$ cat config.mk
export PLATFORM = sky130hd
export DESIGN_NAME = heart_rate_calc
export DESIGN_NICKNAME = d
export VERILOG_FILES = /design/src/rtl/heart_rate_calc.sv
export SDC_FILE = /design/constraint.sdc
export NUM_CORES = 1
export LEC_CHECK = 0
export BUFFER_PORTS_ARGS = -buffer_cell sky130_fd_sc_hd__buf_2
export CORE_MARGIN = 5
export CORE_UTILIZATION = 57
export CTS_CLUSTER_DIAMETER = 50
export DETAILED_ROUTE_END_ITERATION = 16
export GPL_TIMING_DRIVEN = 0
export PLACE_DENSITY = 0.82
export SYNTH_ARGS = -nofsm -noshare
export SYNTH_HDL_FRONTEND = slang
export SYNTH_SLANG_ARGS = --single-unit
export TNS_END_PERCENT = 30
$ cat constraint.sdc
create_clock -name clk -period 3.5 [get_ports clk]
set_clock_uncertainty 0.2 [all_clocks]
set_input_delay 0.175 -clock clk [delete_from_list [all_inputs] [get_ports clk]]
set_output_delay 0.175 -clock clk [all_outputs]
set_load 0.01 [all_outputs]
$ cat src/rtl/heart_rate_calc.sv
// heart_rate_calc: converts peak spacing into averaged BPM with an N-deep IBI ring buffer and serial divider.
// Optional BEAT_LED_STRETCH_EN macro stretches beatLED to 100 ms after each accepted beat.
module heart_rate_calc #(
  parameter int TICK_DIV   = 40000,
  parameter int MIN_IBI_MS = 300,
  parameter int MAX_IBI_MS = 2000,
  parameter int AVG_LOG2   = 2
) (
  input  logic       clk,
  input  logic       reset,
  input  logic       foundPeak,
  output logic [7:0] heartRate,
  output logic       rateValid,
  output logic       beatPulse,
  output logic       timeoutErr,
  output logic       beatLED
);

  // state   | meaning
  // IDLE    | waiting for the first peak, no interval running
  // MEASURE | timing the interval since the last accepted peak
  // DIVIDE  | serial 60000*N/sum division, one quotient bit per clk

  localparam int N    = 1 << AVG_LOG2;
  localparam int IBIW = 11;
  localparam int SUMW = IBIW + AVG_LOG2;
  localparam int NUMW = 16 + AVG_LOG2;
  localparam int PW   = (AVG_LOG2 > 0) ? AVG_LOG2 : 1;
  localparam int FW   = AVG_LOG2 + 1;
  localparam int PRW  = (TICK_DIV > 1) ? $clog2(TICK_DIV) : 1;
  localparam int CW   = $clog2(NUMW + 1);
  localparam logic [NUMW-1:0] NUMER = NUMW'(60000 << AVG_LOG2);
  localparam logic [FW-1:0]   FULL  = FW'(N);
  localparam logic [PW-1:0]   WLAST = PW'(N - 1);

  typedef enum logic [1:0] {IDLE, MEASURE, DIVIDE} state_t;
  state_t state, state_nx;

  logic            sync1, sync2, peak_q, pk_edge;
  logic [PRW-1:0]  presc;
  logic            tick;
  logic [IBIW-1:0] ibi;
  logic [IBIW-1:0] ring [N];
  logic [PW-1:0]   wptr;
  logic [FW-1:0]   fill, fill_nx;
  logic [SUMW-1:0] sum, sum_nx;
  logic [IBIW-1:0] evicted;
  logic [SUMW-1:0] divisor, rem;
  logic [NUMW-1:0] quo;
  logic [CW-1:0]   dcnt;
  logic [SUMW:0]   trial;
  logic            trial_ok;
  logic            in_range, accept, timeout, div_done;

  assign pk_edge  = sync2 & ~peak_q;
  assign tick     = (presc == PRW'(TICK_DIV - 1));
  assign in_range = (ibi >= IBIW'(MIN_IBI_MS)) && (ibi <= IBIW'(MAX_IBI_MS));
  assign evicted  = (fill == FULL) ? ring[wptr] : '0;
  assign fill_nx  = (fill == FULL) ? fill : fill + 1'b1;
  assign sum_nx   = sum + SUMW'(ibi) - SUMW'(evicted);
  assign trial    = {rem, quo[NUMW-1]};
  assign trial_ok = (trial >= {1'b0, divisor});

  always_ff @(posedge clk) begin
    if (reset) state <= IDLE;
    else       state <= state_nx;
  end

  // An accepted edge wins over a same-cycle timeout: the edge sees the pre-increment ibi.
  always_comb begin
    state_nx = state;
    accept   = 1'b0;
    timeout  = 1'b0;
    div_done = 1'b0;
    case (state)
      IDLE: begin
        if (pk_edge) state_nx = MEASURE;
      end
      MEASURE: begin
        if (pk_edge && in_range) begin
          accept = 1'b1;
          if (fill_nx == FULL) state_nx = DIVIDE;
        end else if (tick && ibi == IBIW'(MAX_IBI_MS)) begin
          timeout  = 1'b1;
          state_nx = IDLE;
        end
      end
      DIVIDE: begin
        if (dcnt == CW'(NUMW)) begin
          div_done = 1'b1;
          state_nx = MEASURE;
        end
      end
      default: state_nx = IDLE;
    endcase
  end

  always_ff @(posedge clk) begin
    if (reset) begin
      sync1      <= 1'b0;
      sync2      <= 1'b0;
      peak_q     <= 1'b0;
      presc      <= '0;
      ibi        <= '0;
      wptr       <= '0;
      fill       <= '0;
      sum        <= '0;
      divisor    <= '0;
      rem        <= '0;
      quo        <= '0;
      dcnt       <= '0;
      heartRate  <= '0;
      rateValid  <= 1'b0;
      beatPulse  <= 1'b0;
      timeoutErr <= 1'b0;
      for (int i = 0; i < N; i++) ring[i] <= '0;
    end else begin
      sync1      <= foundPeak;
      sync2      <= sync1;
      peak_q     <= sync2;
      beatPulse  <= accept;
      timeoutErr <= timeout;

      if (state == IDLE || accept || timeout) begin
        presc <= '0;
        ibi   <= '0;
      end else if (tick) begin
        presc <= '0;
        ibi   <= ibi + 1'b1;
      end else begin
        presc <= presc + 1'b1;
      end

      if (accept) begin
        ring[wptr] <= ibi;
        wptr       <= (wptr == WLAST) ? '0 : wptr + 1'b1;
        fill       <= fill_nx;
        sum        <= sum_nx;
        if (fill_nx == FULL) begin
          divisor <= sum_nx;
          rem     <= '0;
          quo     <= NUMER;
          dcnt    <= '0;
        end
      end

      // Restoring step: the numerator shifts out of quo while quotient bits shift in.
      if (state == DIVIDE && !div_done) begin
        rem  <= trial_ok ? SUMW'(trial - {1'b0, divisor}) : trial[SUMW-1:0];
        quo  <= {quo[NUMW-2:0], trial_ok};
        dcnt <= dcnt + 1'b1;
      end

      if (div_done) begin
        heartRate <= (quo > NUMW'(255)) ? 8'hFF : quo[7:0];
        rateValid <= 1'b1;
      end

      if (timeout) begin
        wptr      <= '0;
        fill      <= '0;
        sum       <= '0;
        heartRate <= '0;
        rateValid <= 1'b0;
        for (int i = 0; i < N; i++) ring[i] <= '0;
      end
    end
  end

`ifdef BEAT_LED_STRETCH_EN
  localparam int LED_MS = 100;
  logic [6:0] led_cnt;

  always_ff @(posedge clk) begin
    if (reset || timeout)              led_cnt <= '0;
    else if (accept)                   led_cnt <= 7'(LED_MS);
    else if (tick && led_cnt != '0)    led_cnt <= led_cnt - 1'b1;
  end

  assign beatLED = (led_cnt != '0);
`else
  assign beatLED = beatPulse;
`endif

endmodule

==> reports/metrics.yaml <==
multi_input_area_um2: 4415
power_density_nw_per_um2: 396.5
synth_ff_type: "dfxtp_1"
maxSlewHeadroom_pct: 49.07
cts_tree: "built"
io_buffers: 14
tns_ps: -980.8
grt_first_pass_wirelength_um: 30880
fp-row-count: 43
leakagePower_nw: 3.708
grtUsageMet2_pct: 38.79
n_fill_cell: 1001
wirelength_um: 19590
avgSynthCellArea_um2: 9.459
grt_setup_unrepaired: "yes"
crit_type: "reg -> reg"
synth_area_um2: 8163
dp_slack_ps: -544.7
diodes: 0
grt_usage_pct: 23.16
startpoint_type: "flip-flop"
synth.distinct_cells: 68
ys_seq_elements: 156
fp.dieArea_um2: 16810
violations: "setup timing"
drt_pass1_iterations: 5
htreeDepth: 4
final-hold-violation-count: 0
tightestPinTransition_ps: 761.3
antenna_found_initial: 0
post_drt_via_cell_ratio: 5.992
synth_cells: 863
routedWlPerCell_um: 17.77
syn_nets: 915
final-max-slew-violation-count: 0
routed-via-count: 6603
finalSetupViolations: 8
ys_warn_count: 0
first_iter_violations: 512
finalCriticalPeriod_ps: 3666
numClockSinks: 156
area_growth_syn_to_layout_pct: 16.14
min_path_type: "reg -> reg"
cp.required_ps: 3590
die_w_um: 129.7
grt_overflow: 0
setup_slack_ps: -165.8
clockBufferDepth: 2
grt_max_degree: 18
outcome: "complete, but fails checks"
grt_pass1_vias: 6434
use_met1_pct: 29.52
nets: 961
register_area_um2: 3566
drc_errors: 0
cts-root-buf: "clkbuf_16"
ir_drop_v: 0.0003242
path_clk_slew_ps: 60
hpwl_um: 12100
design.core.area_um2: 13990
drive_above_1_share_pct: 17.79
grt_util_met3_pct: 5.070
start_util_pct: 58.35
fp.dieH_um: 129.7
period_share_pct: 104.7
cts_buffers: 17
clock_latency_ps: 430
antenna_left: 0
synth_edf_count: 44
top_usage_layer: "met2"
ios: 15
cp-end-kind: "flip-flop"
fmax_mhz: 272.8
path_max_fanout: 8
arrival_ps: 3760
drv_cap: 0
yosysSeqAreaShare_pct: 43.65
place_congestion: 0.8728
async_reset_ff_share_pct: 0
Yosys cell counts, drive strengths merged (21+ instances only):
cell	instances	area [um2]
nand2	75	284.0
ha	37	462.9
edfxtp	44	1321
a21oi	55	275.3
dfxtp	112	2242
buf	22	133.9
xor2	21	183.9
inv	68	255.2
and3	51	319.1
nor2	110	436.7
o21ai	25	125.1
xnor2	25	219.0
clkbuf	23	90.08
sequential cells by signal (all words and copies together), names as in the netlist, 3 cells and up, named ones only:
| name | flops |
|---|---|
| dcnt | 5 |
| ring | 44 |
| rem | 13 |
| sum | 13 |
| fill | 3 |
| divisor | 13 |
| presc | 16 |
| heartRate | 8 |
| ibi | 11 |
| quo | 18 |
area by class of cell:
| type | count | share of cell area [%] |
|---|---|---|
| sequential | 156 | 37.61 |
| inverter | 68 | 2.692 |
| clock buffer | 18 | 4.751 |
| tap | 180 | 2.376 |
| buffer | 45 | 2.679 |
| timing repair buffer | 27 | 1.861 |
| clock inverter | 14 | 1.452 |
| multi-input combinational | 594 | 46.58 |
where the power goes:
group / leakage (nW) / internal (mW) / total [mW] / switching, mW
logic: 2.06 / 0.0195 / 0.0606 / 0.0410
clock network: 0.290 / 0.990 / 1.82 / 0.830
registers: 1.36 / 1.87 / 1.88 / 0.00670
total: 3.71 / 2.88 / 3.76 / 0.878
final timing paths:
| kind | slack [ps] | start | endpoint | cells past startpoint |
|---|---|---|---|---|
| max | -170 | flip-flop | divisor[12] | 14 |
| min | 250 | sum[4] | sum[4] | 2 |
| max reg2reg | -170 | flip-flop | divisor[12] | 14 |
| min reg2reg | 250 | sum[4] | sum[4] | 2 |
critical path, cell delays in order, from the launching register on:
cell and delay [ps]:
dfxtp_2 360, buf_12 140, buf_4 130, mux4_2 540
nor2b_1 180, fa_1 480, inv_1 70, ha_4 280
a21oi_4 180, nand2_2 80, o21ai_4 210, mux2i_2 300
a21oi_1 150, a21oi_1 180, nor2_1 50
through the flow:
stage / utilization (%) / hold slack [ps] / std cells / instance area, um2 / total power, mW
3_3_place_gp: 60.55 / 188.0 / 1057 / 8469 / 1.974
6_report: 67.77 / 253.3 / 1102 / 9480 / 3.759
3_5_place_dp: 60.55 / 201.4 / 1057 / 8469 / 1.975
5_1_grt: 67.77 / 266.6 / 1102 / 9480 / 3.861
2_1_floorplan: - / 103.2 / 863 / 8174 / 1.955
4_1_cts: 66.67 / 257.5 / 1100 / 9326 / 3.763
logic make-up (layout without fill, tap and decap cells):
| group | after synthesis | in the layout | share of synthesized area (%) |
|---|---|---|---|
| xor+xnor | 46 | 46 | 4.936 |
| flops | 156 | 156 | 43.65 |
| compound gates | 136 | 136 | 10.50 |
| buf+inv | 113 | 172 | 5.871 |
| simple gates | 332 | 332 | 20.88 |
| fa+ha+maj | 49 | 49 | 8.614 |
| mux | 31 | 31 | 5.549 |
layout by cell type, fill, tap and decap left out, types with 10 or more instances in the layout:
cell type	count
edfxtp_1	44
xnor2_1	23
a21oi_1	49
buf_2	27
clkbuf_1	18
nor3_1	17
dfxtp_1	110
inv_1	63
fa_1	11
clkbuf_16	18
nand4_1	15
and3_1	51
nor2_1	107
o21ai_0	21
nand2_1	73
xor2_1	19
nor2b_1	14
ha_1	26
mux4_2	11
buf_4	15
nand3_1	10
mux2i_1	15
routing by layer:
metal | share of wire (%) | wire [um]
met5 | 0 | 0
met1 | 40 | 7794
met3 | 6.9 | 1359
met2 | 49 | 9606
met4 | 4.2 | 827
timing repair:
action	in CTS	in global routing
hold endpoints to repair	3	0
resized for setup	39	31
pin swaps	13	9
buffers inserted	9	2
hold buffers	2	0
setup endpoints to repair	16	14
No activity file was read; power rests on OpenSTA's default activity.
